## config.mk

```make
export PLATFORM = sky130hd
export DESIGN_NAME = doa_angle_lut_ctrl
export DESIGN_NICKNAME = d
export VERILOG_FILES = /design/src/rtl/doa_angle_lut_ctrl.sv
export SDC_FILE = /design/constraint.sdc
export NUM_CORES = 1
export LEC_CHECK = 0
export CAP_MARGIN = 20
export CELL_PAD_IN_SITES_DETAIL_PLACEMENT = 1
export CELL_PAD_IN_SITES_GLOBAL_PLACEMENT = 2
export CORE_ASPECT_RATIO = 1.2
export CORE_UTILIZATION = 38
export CTS_BUF_LIST = sky130_fd_sc_hd__clkbuf_4 sky130_fd_sc_hd__clkbuf_8
export CTS_CLUSTER_SIZE = 40
export DETAILED_ROUTE_END_ITERATION = 6
export DONT_BUFFER_PORTS = 1
export GPL_TIMING_DRIVEN = 0
export PLACE_DENSITY_LB_ADDON = 0.12
export REMOVE_ABC_BUFFERS = 1
export SYNTH_ARGS = -nofsm -noshare
export SYNTH_HDL_FRONTEND = slang
export SYNTH_SLANG_ARGS = --single-unit
```

## constraint.sdc

```tcl
create_clock -name clk -period 4.1 [get_ports clk]
set_clock_uncertainty 0.05 [all_clocks]
set_input_delay 0.205 -clock clk [delete_from_list [all_inputs] [get_ports clk]]
set_output_delay 0.205 -clock clk [all_outputs]
set_load 0.02 [all_outputs]
```

## src/rtl/doa_angle_lut_ctrl.sv

```systemverilog
// Lag-to-angle controller: scales a signed correlation lag to an arccos ROM index,
// clamps it to the table range, reads acos_rom and emits the angle in 0.1 deg units.
// Optional output averaging over the last four ROM angles: define DOA_AVG_EN.
module doa_angle_lut_ctrl #(
  parameter int unsigned LAG_W       = 8,
  parameter int unsigned LAG_GAIN    = 125,
  parameter int unsigned GAIN_SHIFT  = 1,
  parameter int unsigned ADDR_CENTER = 1000,
  parameter int unsigned ADDR_MAX    = 1999
) (
  input  logic             clk,
  input  logic             reset,
  input  logic [LAG_W-1:0] lag,
  input  logic             lag_valid,
  output logic             lag_ready,
  output logic [10:0]      rom_ad,
  output logic             rom_ce,
  output logic             rom_oce,
  input  logic [15:0]      rom_dout,
  output logic [10:0]      angle,
  output logic             angle_valid,
  output logic             angle_sat
);

  localparam int unsigned PROD_W = LAG_W + 9;
  localparam int unsigned IDX_W  = ((PROD_W > 12) ? PROD_W : 12) + 1;

  typedef enum logic [2:0] {IDLE, MUL, CLAMP, READ, CAP, AVG} state_t;

  state_t                    state;
  logic signed [LAG_W-1:0]   lag_q;
  logic signed [PROD_W-1:0]  prod_q;
  logic                      sat_q;

  logic signed [PROD_W-1:0]  lag_ext;
  logic signed [PROD_W-1:0]  mul_full;
  logic signed [PROD_W-1:0]  prod_next;
  logic signed [IDX_W-1:0]   idx;
  logic                      idx_neg;
  logic                      idx_hi;

  // ROM bits [15:11] carry no angle information.
  logic [4:0] unused_rom_hi;
  assign unused_rom_hi = rom_dout[15:11];

  assign rom_oce   = 1'b1;
  assign rom_ce    = (state == READ);
  assign lag_ready = (state == IDLE) && !reset;

  always_comb begin
    lag_ext   = {{(PROD_W-LAG_W){lag_q[LAG_W-1]}}, lag_q};
    mul_full  = lag_ext * $signed(PROD_W'(LAG_GAIN));
    prod_next = mul_full >>> GAIN_SHIFT;
    idx       = $signed(IDX_W'(ADDR_CENTER))
              + {{(IDX_W-PROD_W){prod_q[PROD_W-1]}}, prod_q};
    idx_neg   = idx[IDX_W-1];
    idx_hi    = idx > $signed(IDX_W'(ADDR_MAX));
  end

`ifdef DOA_AVG_EN
  logic [10:0] hist [4];
  logic [12:0] hist_sum;

  always_comb begin
    hist_sum = 13'(hist[0]) + 13'(hist[1]) + 13'(hist[2]) + 13'(hist[3]);
  end
`endif

  always_ff @(posedge clk or posedge reset) begin
    if (reset) begin
      state       <= IDLE;
      lag_q       <= '0;
      prod_q      <= '0;
      sat_q       <= 1'b0;
      rom_ad      <= '0;
      angle       <= '0;
      angle_valid <= 1'b0;
      angle_sat   <= 1'b0;
`ifdef DOA_AVG_EN
      for (int unsigned i = 0; i < 4; i++) hist[i] <= 11'd900;
`endif
    end else begin
      angle_valid <= 1'b0;
      case (state)
        IDLE: begin
          if (lag_valid) begin
            lag_q <= $signed(lag);
            state <= MUL;
          end
        end
        MUL: begin
          prod_q <= prod_next;
          state  <= CLAMP;
        end
        CLAMP: begin
          if (idx_neg) begin
            rom_ad <= '0;
            sat_q  <= 1'b1;
          end else if (idx_hi) begin
            rom_ad <= 11'(ADDR_MAX);
            sat_q  <= 1'b1;
          end else begin
            rom_ad <= idx[10:0];
            sat_q  <= 1'b0;
          end
          state <= READ;
        end
        READ: state <= CAP;
`ifdef DOA_AVG_EN
        CAP: begin
          hist[0]   <= rom_dout[10:0];
          for (int unsigned i = 1; i < 4; i++) hist[i] <= hist[i-1];
          angle_sat <= sat_q;
          state     <= AVG;
        end
        AVG: begin
          angle       <= 11'(hist_sum >> 2);
          angle_valid <= 1'b1;
          state       <= IDLE;
        end
`else
        CAP: begin
          angle       <= rom_dout[10:0];
          angle_sat   <= sat_q;
          angle_valid <= 1'b1;
          state       <= IDLE;
        end
`endif
        default: state <= IDLE;
      endcase
    end
  end

endmodule

```

==> metrics.md, run 1 <==
| Metric | Value |
|---|---|
| CTS sink cnt | 51 |
| Post-detail-place hpwl | 6460 microns |
| Layout Nets | 529 |
| DRT Pass-1 Iters | 4 |
| Mux cell area share after synthesis | 4.29% |
| Largest family of logic cells by synthesized area | adder cells |
| Outcome | finished clean |
| XOR/XNOR Fraction of Synth Area | around 3.8% |
| Slew @ Worst Pin | 0.977 ns |
| Final Hold Vio Count | 0 |
| Met2 Track Usage GR | a little under a third |
| GR Util met1 | roughly a fifth |
| EDFF count, synth | 0 |
| RSZ-0062 raised after global routing | true |
| CTS tree | yes |
| CP Class | flop to flop |
| Initial Util | 39.0% |
| WL/cell | about 15 microns |
| Crit end category | flop |
| Setup crit start kind | flop |
| Top FF cell, synth | dfrtp_1 |
| Drt drc | 0 |
| Vias in the first global route | between 3000 and 4000 |
| Maxcap violations | 0 |
| Headroom to the max-slew limit | 34.6% |
| Port Buffers | 0 |
| Hold Path Class | input pin to flop |
| Chip Height | around 110 microns |
| Compound-Gate Fraction of Synth Area | 12.7% |
| Routed via count | 2841 |
| Total GRT Usage | approximately 17% |
| Grt total ovfl | 0 |
| Crit-path max FO | 5 |
| WP data required | 4.30 ns |
| Area delta synth->final | 19.5% |
| Slew Limit Fails | 0 |
| Cell variety after synth | 51 |
| Total negative setup slack | 0 ns |
| Global route hottest layer | met2 |
| M3 GR Usage | 2.49% |
| Setup slack, reg-to-reg | 0.09 ns |
| Clk slew on worst S/H paths | 0.09 ns |
| Seq cells post-synth | 51 |
| Core area | ~0.010 sq mm |
| Fraction of layout cells with a size suffix above 1 | 19.3% |
| Antenna fix cells | 0 |
| # H-tree levels | 2 |
| DIE AREA | 0.0107 sq mm |
| I/O pins | 54 |
| # rows | 40 |
| DR vias/cell | about 5 |
| First-pass GRT wire length | 14300 microns |
| DR iter-0 viols | between 90 and 100 |
| Synth Warn # | 0 |
| Mean Syn Cell Area | slightly below 10 sq um |
| Seq/Total Area, Yosys | 32.7% |
| Post-Syn Area | approximately 0.0039 sq mm |
| Synth Area in Adders | 26.7% |
| Initial antenna violation count | 0 |
| Pin count of the biggest net entering global routing | 36 |
| Maximum clock frequency | 249 MHz |
| Tmin final | 4.01 ns |
| Clk buf depth | 2 |
| Chip Width | roughly 95 microns |
| Final Cycle Share | 97.9% |
| Post-synth ARST share | 100% |
| Post-Synth Simple-Gate Area | 11.8% |
| Setup-failing EPs final | 0 |
| Detail Route Antenna Nets | 0 |
| Clock root buffer | clkbuf_8 |
| CTS Buf Count | 5 |
| CP Data Arrival Time | 4.21 ns |
| WL final | 8530 microns |
| Clk_lat worst skew | 0.30 ns |
| Post-synthesis cell count | 398 |
| GP Congestion | 0.747 |
## repair_timing
item                       4_1_cts  5_1_grt
hold endpoints to repair        36        0
pin swaps                        8       21
buffers inserted                10        6
resized for setup               25       25
hold buffers                    21        0
setup endpoints to repair        6        5
## logic make-up (layout without fill, tap and decap cells)
| family | Yosys count | count (layout) |
|---|---|---|
| compound gates | 72 | 72 |
| xor+xnor | 17 | 17 |
| fa+ha+maj | 67 | 67 |
| buf+inv | 82 | 119 |
| flops | 51 | 51 |
| mux | 15 | 15 |
| other cells | 1 | 1 |
| simple gates | 93 | 93 |
## final timing paths
| check | from | to | depth (start not counted) |
|---|---|---|---|
| max | lag_q[6] | prod_q[11] | 14 |
| min | lag_valid | lag_q[1] | 2 |
| max reg2reg | lag_q[6] | prod_q[11] | 14 |
| min reg2reg | prod_q[0] | prod_q[0] | 2 |
| max in group asynchronous | reset | prod_q[7] | 3 |
| min in group asynchronous | reset | lag_q[1] | 2 |
## area by class of cell
cell class              instances  area, sq um
clock inverters                 2         13.8
multi-input cells             265         2500
well taps                     126          158
repair buffers                 40          367
inverters                      72          278
clock buffers                   5         68.8
fillers                      1150         5340
flip-flops and latches         51         1280
## cells in the mapped netlist (3+ instances only)
cell type  count  area (sq um)
a31oi_1        3          18.8
o21ai_0       27           135
nor3_1         5          25.0
fa_1          27           541
a21o_1         7          52.6
or3b_2         3          26.3
inv_1         72           270
xor2_1        12           105
nand3_1        4          20.0
dfrtp_1       51          1280
ha_1          40           500
a211oi_1       4          30.0
or3_1          3          18.8
a22o_1         3          26.3
a21oi_1        6          30.0
mux2_2        14           158
xnor2_1        5          43.8
o21a_1         3          22.5
clkbuf_1       9          33.8
nand2_1       39           146
nor2_1        17          63.8
a22oi_1        6          45.0
## critical path, stage by stage (launching register included)
cell	delay, ns
dfrtp_2	0.44
clkinv_4	0.11
fa_1	0.46
fa_1	0.51
inv_1	0.04
fa_1	0.47
inv_1	0.05
fa_1	0.49
inv_2	0.05
ha_4	0.25
a21o_1	0.16
a21o_1	0.20
o21a_1	0.20
or4_1	0.39
nand3_1	0.08
## cell usage in the layout (no fill, tap or decap), types with 6 or more instances in the layout
cell type and count:
o21ai_0 22, xor2_1 11, a21o_1 7, fa_1 27
buf_4 16, dlygate4sd3_1 21, nand2_1 38, a21oi_1 6
inv_1 64, nor2_1 15, inv_2 6, a22oi_1 6
mux2_2 14, dfrtp_2 6, ha_1 34, dfrtp_1 45
## registers in the layout, summed over array words and instances (netlist names)
| name | count |
|---|---|
| angle_sat | 1 |
| angle_valid | 1 |
| sat_q | 1 |
| state | 3 |
| lag_q | 8 |
| prod_q | 15 |
| rom_ad | 11 |
| angle | 11 |
## routing by layer
layer | up-vias | share of wire [%]
met1 | 1409 | 41
met2 | 28 | 55
li1 | 1396 | -
met5 | - | 0
met4 | 0 | 1.5
met3 | 8 | 1.6
## metrics by stage
step	worst slack, ns	util (%)	hold WS (ns)	instances	area (sq um)
4_1_cts	0.00483	44.9	0.230	555	4500
6_report	0.0860	46.6	0.245	561	4670
5_1_grt	-0.0806	46.6	0.238	561	4670
2_1_floorplan	-0.115	-	0.272	388	3860
3_5_place_dp	-0.738	40.6	0.0450	517	4070
3_3_place_gp	-0.652	40.2	0.275	514	4020
Power of run 1 is not shown: default switching activity piles up to over one toggle a cycle in this logic, so the estimate is an artifact.
==> run 2, diff against run 1 <==
--- a/config.mk
+++ b/config.mk
@@ -16,6 +16,7 @@
 export DONT_BUFFER_PORTS = 1
 export GPL_TIMING_DRIVEN = 0
 export PLACE_DENSITY_LB_ADDON = 0.12
+export RECOVER_POWER = 50
 export REMOVE_ABC_BUFFERS = 1
 export SYNTH_ARGS = -nofsm -noshare
 export SYNTH_HDL_FRONTEND = slang
==> run 2 against run 1 <==
Compared with the run above: clock-buffer cell count unchanged; maximum frequency unchanged; the flow now finishes with violations (capacitance limit, slew limit); global-route usage unchanged; die area unchanged; final cell count unchanged; via count about the same; largest cell class unchanged.
==> metrics.md, run 2 (synthesis gave the netlist of run 1 again) <==
| Metric | Value |
|---|---|
| DRT Pass-1 Iters | 4 (unchanged) |
| RSZ-0062 raised after global routing | true (unchanged) |
| Clk buf depth | 2 (unchanged) |
| Slew Limit Fails | 36 (was 0) |
| # H-tree levels | 2 (unchanged) |
| Worst path most repeated cell | fa_1 (unchanged) |
| WL/cell | 15.2 microns (about the same) |
| Port Buffers | 0 (unchanged) |
| Crit end category | flop (unchanged) |
| Total GRT Usage | 17.0% (unchanged) |
| WL final | 8540 microns (was 8530 microns) |
| Maxcap violations | 1 (was 0) |
| Area delta synth->final | 19.1% (was 19.5%) |
| CTS Buf Count | 5 (unchanged) |
| Maximum clock frequency | 249 MHz (unchanged) |
| Crit-path max FO | 5 (unchanged) |
| Drt drc | 0 (unchanged) |
| Vias in the first global route | 3018 (unchanged) |
| Top reg by flops | prod_q (unchanged) |
| Slew @ Worst Pin | 1.86 ns (was 0.977 ns) |
| Max reg flops | 15 (unchanged) |
| Initial Util | 39.0% (unchanged) |
| First-pass GRT wire length | 14300 microns (unchanged) |
| Chip Height | 113 microns (unchanged) |
| # fillers | 1153 (was 1150) |
| Clock root buffer | clkbuf_8 (unchanged) |
| Post-detail-place hpwl | 6460 microns (unchanged) |
| Pin count of the biggest net entering global routing | 36 (unchanged) |
| Detail Route Antenna Nets | 0 (unchanged) |
| Antenna fix cells | 0 (unchanged) |
| Biggest regs | prod_q x15, angle x11, rom_ad x11 (unchanged) |
| Critical-path cell list | clkinv_4 > fa_1 > fa_1 > inv_1 > fa_1 > inv_1 > fa_1 > inv_2 > ha_4 > a21o_1 > a21o_1 > o21a_1 > or4_1 > nand3_1 (unchanged) |
| Headroom to the max-slew limit | -23.8% (was 34.6%) |
| Tmin final | 4.01 ns (unchanged) |
| DIE AREA | 0.0107 sq mm (unchanged) |
| GP Congestion | 0.747 (unchanged) |
| Setup-failing EPs final | 0 (unchanged) |
| Routed via count | 2839 (was 2841) |
| Fin util | 46.5% (was 46.6%) |
| Grt total ovfl | 0 (unchanged) |
| Final Cycle Share | 97.9% (unchanged) |
| CTS sink cnt | 51 (unchanged) |
| DR iter-0 viols | 96 (was 97) |
| Initial antenna violation count | 0 (unchanged) |
| I/O pins | 54 (unchanged) |
| WP data required | 4.30 ns (about the same) |
| Fraction of layout cells with a size suffix above 1 | 18.9% (was 19.3%) |
| Chip Width | 94.5 microns (unchanged) |
| DR vias/cell | 5.06 (about the same) |
| CP Data Arrival Time | 4.21 ns (about the same) |
| Layout Nets | 529 (unchanged) |
| CP max stage cell | fa_1 (unchanged) |
| Clk slew on worst S/H paths | 0.09 ns (about the same) |
| Outcome | finished with violations (was finished clean) |
| Hold Path Class | input pin to flop (unchanged) |
| Crit-path max cell delay | 0.51 ns (about the same) |
| Setup crit start kind | flop (unchanged) |
| Failing checks | capacitance limit, slew limit |
| Clk_lat worst skew | 0.30 ns (about the same) |
| Core area | 0.0100 sq mm (unchanged) |
| # rows | 40 (unchanged) |
| CTS tree | yes (unchanged) |
| Worst path bufs/invs | 4 (unchanged) |
| Final Hold Vio Count | 0 (unchanged) |
| Top delay family on crit path | adder cells (unchanged) |
| Commonest non-fill, non-tap cell in the layout | inv_1 (unchanged) |
| Most frequent cells in the layout | inv_1 (65), dfrtp_1 (45), nand2_1 (38) (was inv_1 (64), dfrtp_1 (45), nand2_1 (38)) |
| CP Class | flop to flop (unchanged) |
-- run 2: through the flow --
| step | setup TNS, ns | instance area, sq um | setup slack (ns) | hold WS (ns) | std cells |
|---|---|---|---|---|---|
| 2_1_floorplan | -0.209 | 3860 | -0.115 | 0.272 | 388 |
| 6_report | 0 | 4650 | 0.0860 | 0.245 | 561 |
| 3_5_place_dp | -2.55 | 4070 | -0.738 | 0.0450 | 517 |
| 5_1_grt | -0.160 | 4650 | -0.0806 | 0.238 | 561 |
| 3_3_place_gp | -2.15 | 4020 | -0.652 | 0.275 | 514 |
| 4_1_cts | 0 | 4500 | 0.00483 | 0.230 | 555 |
-- run 2: area by class of cell --
class | count | area, sq um | share of cell area, %
Multi-Input combinational cell | 265 | 2500 | 53.7
Timing Repair Buffer | 40 | 350 | 7.53
Tap cell | 126 | 158 | 3.39
Clock buffer | 5 | 68.8 | 1.48
Inverter | 72 | 278 | 5.97
Clock inverter | 2 | 13.8 | 0.296
Sequential cell | 51 | 1280 | 27.6
-- run 2: final timing paths --
| check | from | endpoint | slack, ns | depth (start not counted) |
|---|---|---|---|---|
| setup / recovery | lag_q[6] | prod_q[11] | 0.09 | 14 |
| hold / removal | lag_valid | lag_q[1] | 0.24 | 2 |
| setup reg to reg | lag_q[6] | prod_q[11] | 0.09 | 14 |
| hold reg to reg | prod_q[0] | prod_q[0] | 0.44 | 2 |
| max in group asynchronous | reset | prod_q[7] | 1.46 | 3 |
| min in group asynchronous | reset | lag_q[1] | 0.39 | 2 |
-- run 2: metal layers --
layer | share of wire [%] | track usage [%] | vias up | wire length (microns)
met4 | 1.5 | 4.44 | 0 | 126
li1 | - | - | 1395 | -
met2 | 55 | 31.3 | 28 | 4730
met1 | 41 | 20.3 | 1408 | 3540
met5 | 0 | 0 | - | 0
met3 | 1.6 | 2.49 | 8 | 139
-- run 2: what timing repair did --
| item | 4_1_cts | 5_1_grt |
|---|---|---|
| setup buffers | 10 | 6 |
| setup endpoints to repair | 6 | 5 |
| gates cloned | 0 | 0 |
| hold endpoints to repair | 36 | 0 |
| pin swaps | 8 | 21 |
| hold buffers | 21 | 0 |
| gates resized for setup | 25 | 25 |
-- run 2: worst register-to-register path, stage by stage (launching register included) --
cell	delay [ns]
dfrtp_2	0.44
clkinv_4	0.11
fa_1	0.46
fa_1	0.51
inv_1	0.04
fa_1	0.47
inv_1	0.05
fa_1	0.49
inv_2	0.05
ha_4	0.25
a21o_1	0.16
a21o_1	0.20
o21a_1	0.20
or4_1	0.39
nand3_1	0.08
Power of run 2 is left out for the same reason.
